**config.mk**
```make
export PLATFORM = sky130hd
export DESIGN_NAME = io_mem_bank
export DESIGN_NICKNAME = d
export VERILOG_FILES = /design/src/rtl/io_mem_bank_pkg.sv /design/src/rtl/io_key_fifo.sv /design/src/rtl/io_mem_bank.sv
export SDC_FILE = /design/constraint.sdc
export NUM_CORES = 1
export LEC_CHECK = 0
export CAP_MARGIN = 10
export CORE_UTILIZATION = 60
export CTS_BUF_LIST = sky130_fd_sc_hd__clkbuf_4
export DETAILED_ROUTE_END_ITERATION = 7
export PLACE_DENSITY_LB_ADDON = 0.1
export SLEW_MARGIN = 20
export SYNTH_ARGS = -nofsm -noshare
export SYNTH_HDL_FRONTEND = slang
export SYNTH_SLANG_ARGS = --single-unit
```
**constraint.sdc**
```tcl
create_clock -name clk -period 7.2 [get_ports clk]
set_input_delay 1.8 -clock clk [delete_from_list [all_inputs] [get_ports clk]]
set_output_delay 1.8 -clock clk [all_outputs]
set_load 0.02 [all_outputs]
```
**src/rtl/io_mem_bank_pkg.sv**
```systemverilog
// ==========================================================================
// io_mem_bank_pkg : register map, status bit positions and byte-merge helper
// rev 1.0
// ==========================================================================
`default_nettype none

package io_mem_bank_pkg;

   localparam logic [10:0] IO_KEY_STAT = 11'd0;
   localparam logic [10:0] IO_KEY_DATA = 11'd1;
   localparam logic [10:0] IO_MS_COUNT = 11'd2;
   localparam logic [10:0] IO_MS_CMP   = 11'd3;
   localparam logic [10:0] IO_TMR_STAT = 11'd4;
   localparam logic [10:0] IO_LEDS     = 11'd5;

   localparam int STAT_NOT_EMPTY = 0;
   localparam int STAT_FULL      = 1;
   localparam int STAT_OVF       = 2;
   localparam int STAT_CNT_LSB   = 8;
   localparam int TMR_MATCH      = 0;

   localparam logic [31:0] MS_CMP_RST = 32'hFFFF_FFFF;

   // Replace only the byte lanes whose enable is set.
   function automatic logic [31:0] be_merge(input logic [31:0] old_val,
                                            input logic [31:0] wr_val,
                                            input logic [3:0]  be);
      logic [31:0] r;
      r = old_val;
      for (int i = 0; i < 4; i++) begin
         if (be[i]) r[8*i +: 8] = wr_val[8*i +: 8];
      end
      return r;
   endfunction

endpackage

`default_nettype wire

```
**src/rtl/io_key_fifo.sv**
```systemverilog
// ==========================================================================
// io_key_fifo : keypad scan-code FIFO with wrapping pointers and count
// rev 1.0
// ==========================================================================
`default_nettype none

module io_key_fifo #(
   parameter int DEPTH = 16
) (
   input  logic                       clk,
   input  logic                       reset,
   input  logic                       push,
   input  logic [7:0]                 din,
   input  logic                       pop,
   output logic [7:0]                 dout,
   output logic [$clog2(DEPTH):0]     count,
   output logic                       full,
   output logic                       empty,
   output logic                       ovf_set
);
   import io_mem_bank_pkg::*;

   localparam int AW = $clog2(DEPTH);

   logic [7:0]    mem_q [DEPTH];
   logic [7:0]    mem_d [DEPTH];
   logic [AW-1:0] wr_ptr_q, wr_ptr_d;
   logic [AW-1:0] rd_ptr_q, rd_ptr_d;
   logic [AW:0]   count_q, count_d;
   logic          push_eff, pop_eff;

   assign empty = (count_q == '0);
   assign full  = (count_q == (AW+1)'(DEPTH));
   assign count = count_q;
   assign dout  = empty ? 8'd0 : mem_q[rd_ptr_q];

   always_comb begin
      pop_eff  = pop && !empty;
      // A same-cycle pop frees a slot, so a push into a full FIFO is kept.
      push_eff = push && (!full || pop_eff);
      ovf_set  = push && full && !pop_eff;

      mem_d    = mem_q;
      wr_ptr_d = wr_ptr_q;
      rd_ptr_d = rd_ptr_q;
      count_d  = count_q;
      if (push_eff) begin
         mem_d[wr_ptr_q] = din;
         wr_ptr_d        = wr_ptr_q + AW'(1);
      end
      if (pop_eff) rd_ptr_d = rd_ptr_q + AW'(1);
      unique case ({push_eff, pop_eff})
         2'b10:   count_d = count_q + (AW+1)'(1);
         2'b01:   count_d = count_q - (AW+1)'(1);
         default: count_d = count_q;
      endcase
   end

   always_ff @(posedge clk) begin
      if (reset) begin
         wr_ptr_q <= '0;
         rd_ptr_q <= '0;
         count_q  <= '0;
      end else begin
         wr_ptr_q <= wr_ptr_d;
         rd_ptr_q <= rd_ptr_d;
         count_q  <= count_d;
      end
   end

   always_ff @(posedge clk) begin
      mem_q <= mem_d;
   end

endmodule

`default_nettype wire

```
**src/rtl/io_mem_bank.sv**
```systemverilog
// ==========================================================================
// io_mem_bank : memory-mapped keypad FIFO, ms timer with compare, LED register
// rev 1.0
// ==========================================================================
`default_nettype none

module io_mem_bank
   import io_mem_bank_pkg::*;
#(
   parameter int TICK_DIV   = 50000,
   parameter int FIFO_DEPTH = 16
) (
   input  logic        clk,
   input  logic        reset,
   input  logic        en,
   input  logic [3:0]  memWrite,
   input  logic [10:0] addr,
   input  logic [31:0] wdata,
   output logic [31:0] rdata,
   input  logic        key_valid,
   input  logic [7:0]  key_code,
   output logic [7:0]  leds
);

   localparam int PW = $clog2(TICK_DIV);
   localparam int CW = $clog2(FIFO_DEPTH) + 1;

   logic [PW-1:0] presc_q, presc_d;
   logic [31:0]   ms_q, ms_d;
   logic [31:0]   cmp_q, cmp_d;
   logic          match_q, match_d;
   logic          ovf_q, ovf_d;
   logic [7:0]    leds_q, leds_d;

   logic          rd_acc, wr_acc, pop, tick, ms_upd;
   logic [7:0]    key_dout;
   logic [CW-1:0] key_count;
   logic          key_full, key_empty, key_ovf_set;
   logic [31:0]   key_stat;

   io_key_fifo #(.DEPTH(FIFO_DEPTH)) u_key_fifo (
      .clk     (clk),
      .reset   (reset),
      .push    (key_valid),
      .din     (key_code),
      .pop     (pop),
      .dout    (key_dout),
      .count   (key_count),
      .full    (key_full),
      .empty   (key_empty),
      .ovf_set (key_ovf_set)
   );

   assign rd_acc = en && (memWrite == 4'b0000);
   assign wr_acc = en && (memWrite != 4'b0000);
   assign pop    = rd_acc && (addr == IO_KEY_DATA);
   assign tick   = (presc_q == PW'(TICK_DIV - 1));

   always_comb begin
      key_stat = 32'd0;
      key_stat[STAT_NOT_EMPTY]           = !key_empty;
      key_stat[STAT_FULL]                = key_full;
      key_stat[STAT_OVF]                 = ovf_q;
      key_stat[STAT_CNT_LSB +: 8]        = 8'(key_count);
   end

   always_comb begin
      presc_d = tick ? '0 : presc_q + PW'(1);

      // A CPU write wins over the tick increment in the same cycle.
      ms_d   = ms_q;
      ms_upd = 1'b0;
      if (wr_acc && addr == IO_MS_COUNT) begin
         ms_d   = be_merge(ms_q, wdata, memWrite);
         ms_upd = 1'b1;
      end else if (tick) begin
         ms_d   = ms_q + 32'd1;
         ms_upd = 1'b1;
      end

      cmp_d = cmp_q;
      if (wr_acc && addr == IO_MS_CMP) cmp_d = be_merge(cmp_q, wdata, memWrite);

      match_d = match_q;
      if (wr_acc && addr == IO_TMR_STAT && memWrite[0] && wdata[TMR_MATCH]) match_d = 1'b0;
      if (ms_upd && ms_d == cmp_q) match_d = 1'b1;

      ovf_d = ovf_q;
      if (wr_acc && addr == IO_KEY_STAT && memWrite[0] && wdata[STAT_OVF]) ovf_d = 1'b0;
      if (key_ovf_set) ovf_d = 1'b1;

      leds_d = leds_q;
      if (wr_acc && addr == IO_LEDS && memWrite[0]) leds_d = wdata[7:0];
   end

   always_ff @(posedge clk) begin
      if (reset) begin
         presc_q <= '0;
         ms_q    <= 32'd0;
         cmp_q   <= MS_CMP_RST;
         match_q <= 1'b0;
         ovf_q   <= 1'b0;
         leds_q  <= 8'd0;
      end else begin
         presc_q <= presc_d;
         ms_q    <= ms_d;
         cmp_q   <= cmp_d;
         match_q <= match_d;
         ovf_q   <= ovf_d;
         leds_q  <= leds_d;
      end
   end

   always_comb begin
      rdata = 32'd0;
      if (en) begin
         unique case (addr)
            IO_KEY_STAT: rdata = key_stat;
            IO_KEY_DATA: rdata = {24'd0, key_dout};
            IO_MS_COUNT: rdata = ms_q;
            IO_MS_CMP:   rdata = cmp_q;
            IO_TMR_STAT: rdata = {31'd0, match_q};
            IO_LEDS:     rdata = {24'd0, leds_q};
            default:     rdata = 32'd0;
         endcase
      end
   end

   assign leds = leds_q;

endmodule

`default_nettype wire

```
==> flow_summary.ini <==
[finish]
n_fill_cell = 1514
drive_gt1_share_pct = 12.2
mostFrequentLayoutCells = nor2_1 (136), edfxtp_1 (128), nand2_1 (105)
finalNetCount = 1320
area_delta_synth_final_pct = 16.2
stdcell_count = 1559
ff_latch_area_mm2 = 0.00591
postLayoutCellArea_mm2 = 0.0138
final_common_cell = nor2_1
multiInputGateArea_mm2 = 0.00554

[flow_run]
cap_violations = 0

[floorplanning]
die_h_um = 142
core_mm2 = 0.0194
die_x_um = 142
start_util_pct = 61.0
die_area_mm2 = 0.0203
ios = 99
core.rowCount = 51

[synthesis]
yosys_register_bits = 231
synthArstFlopShare_pct = 0
yosysTopAreaCellShare_pct = 32.5
ys_top_cells_by_area = edfxtp_1 (32%), dfxtp_1 (17%), mux4_2 (6.1%)
synth_top_cell_by_area = edfxtp_1
synth_nets = 1214
yosysWarnings = 0
syn_inst = 1143
syn_avg_cell_area_um2 = 10.4
syn_area_mm2 = 0.0118
synthDistinctLibCells = 72
synth-edff-count = 128
yosysSeqAreaShare_pct = 49.9
yosys_most_used_dff = edfxtp_1

[sta]
grt_setup_unrepaired = false
clock_skew_ns = 0.0264
final_max_slew_viol_count = 0
slew_headroom_pct = 32.5
hold_violations = 0
setup_tns_ns = 0
tightest_slew_ns = 0.998
max_freq_ghz = 0.148
fin_hold_ws_ns = 0.454
period_share_pct = 94.1
setup_violations = 0
post-route-min-period_ns = 6.78

[route]
wl_per_cell_um = 21.6
vias_per_cell = 6.38
drt-initial-drc-count = 775
drc_errors = 0
vias = 9943
ant_nets = 0
drt_first_pass_iters = 5
wl_um = 33700

[cts]
clk_latency_ns = 0.71
cts_setup_buffers = 0
htree_levels = 2
cts.repair.resized = 0
path_clk_slew_ns = 0.06
numCtsBuffers = 57
cts_tree = built
hold_buffers = 0
cts_root_buf = clkbuf_4
clkSinkCount = 231
cts_buffer_depth = 3

[worst_setup_path]
cp_common_cell = clkdlybuf4s50_1
arrival_ns = 4.98
max_stage_delay_ns = 0.80
slowest_stage = nor4_2
critPathCaptureType = output port
crit_path_max_fanout = 24
worstPathRequired_ns = 5.40
critical_path_class = input pin to output port
crit_path_start_kind = input pin
path_cells = clkdlybuf4s50_1, nor4_2, nand2_1, nor2_2, buf_4, a222oi_1, nor2_1, clkdlybuf4s50_1

[power]
p_leak_uw = 0.00443
peakVddDrop_v = 0.000191
p_int_uw = 1990
p_sw_uw = 612
p_comb_share_pct = 5.0
pwr-share-seq_pct = 54.2
clockPowerShare_pct = 40.9
power_density_mw_per_mm2 = 189
p_sw_share_pct = 23.5
finalPower_uw = 2600

[global_route]
grt_pass1_wl_um = 51900
grt_max_degree = 90
grt_pass1_vias = 9384
antenna_found_initial = 3
grt_overflow = 0
grt.total_usage_pct = 34.1

[placement]
hpwl_um = 23700
placed_cell_area_mm2 = 0.0130
gp_congestion = 0.965
placedCellCount = 1455
io_buffers = 98

[outcome]
status = completed

[hold_path]
min_path_type = flop to flop
==> stage by stage <==
step                      setup slack [ns]  utilization [%]
after global placement               0.530             67.2
final                                0.424             70.9
after CTS                            0.448             70.9
after detailed placement             0.454             67.2
after floorplan                       1.32                -
after global routing                 0.235             70.9
==> routing by layer <==
metal  GRT usage [%]  wire, um  vias up
met2            56.7     16400      519
met1            40.7     12800     4716
met4            20.6      1800        2
met3            7.27      2690      121
li1                -         -     4585
met5               0        13        -
==> sequential cells by signal, summed over array words and instances, names as in the netlist <==
name,cells
u_key_fifo.mem_q,128
cmp_q,32
ms_q,32
presc_q,16
leds,8
u_key_fifo.count,5
u_key_fifo.rd_ptr_q,4
u_key_fifo.wr_ptr_q,4
match_q,1
ovf_q,1
==> cell usage after synthesis, types with 6 or more instances <==
library cell,n
nor2b_1,23
buf_2,7
mux4_2,32
buf_1,9
xnor2_1,22
a31oi_1,11
nand4_1,21
nand2b_1,8
nor4_1,16
nand3b_1,11
a211oi_1,23
and3_1,11
a222oi_1,13
nand3_1,36
a221oi_1,7
o211ai_1,10
nor3_1,20
ha_1,11
or4_1,12
nand2_1,105
clkbuf_1,55
dfxtp_1,103
and2_1,20
a21oi_1,53
o22ai_1,6
nor2_1,137
o21ai_0,26
inv_1,35
a211o_1,25
a22oi_1,23
xor2_1,26
edfxtp_1,128
and4_1,6
mux2i_1,17
==> final timing paths <==
path                              start               endpoint  slack [ns]  cells past startpoint
hold / removal    presc_q[0]$_SDFF_PP0_  presc_q[0]$_SDFF_PP0_        0.45                      1
hold reg to reg   presc_q[0]$_SDFF_PP0_  presc_q[0]$_SDFF_PP0_        0.45                      1
setup reg to reg  presc_q[8]$_SDFF_PP0_   match_q$_SDFFE_PP0P_        3.08                      9
setup / recovery                addr[3]               rdata[9]        0.42                      8
==> area by class of cell <==
type	count	area share, %
Sequential cell	231	42.9
Multi-Input combinational cell	805	40.3
Timing Repair Buffer	119	8.24
Clock buffer	84	4.58
Tap cell	265	2.41
Inverter	35	0.955
Clock inverter	19	0.582
Antenna cell	1	0.0182
==> cells by family (layout without fill, tap and decap cells) <==
group | count (synthesis) | after routing | share of synthesized area [%]
and+or+nand+nor | 456 | 456 | 19.7
AOI/OAI and AO/OA | 240 | 240 | 14.6
DFF | 231 | 231 | 49.9
buffers and inverters | 107 | 257 | 3.50
muxes | 49 | 49 | 7.52
xor gates and xnor gates | 48 | 48 | 3.55
adders and majority gates | 12 | 12 | 1.33
other | 0 | 1 | 0
==> power by group through the flow <==
stage          combinational [uW]  sequential, uW  clock (uW)
2_1_floorplan                54.6            1440           0
3_3_place_gp                  124            1440           0
3_5_place_dp                  127            1440           0
4_1_cts                       128            1410        1080
5_1_grt                       138            1410        1150
6_report                      129            1410        1060
==> critical path, delay by kind of cell <==
family          cells  cell delay, ns
buf+inv             3            1.43
simple gates        4            1.56
compound gates      1            0.16
Note: power is estimated with default switching activity, not from simulation.
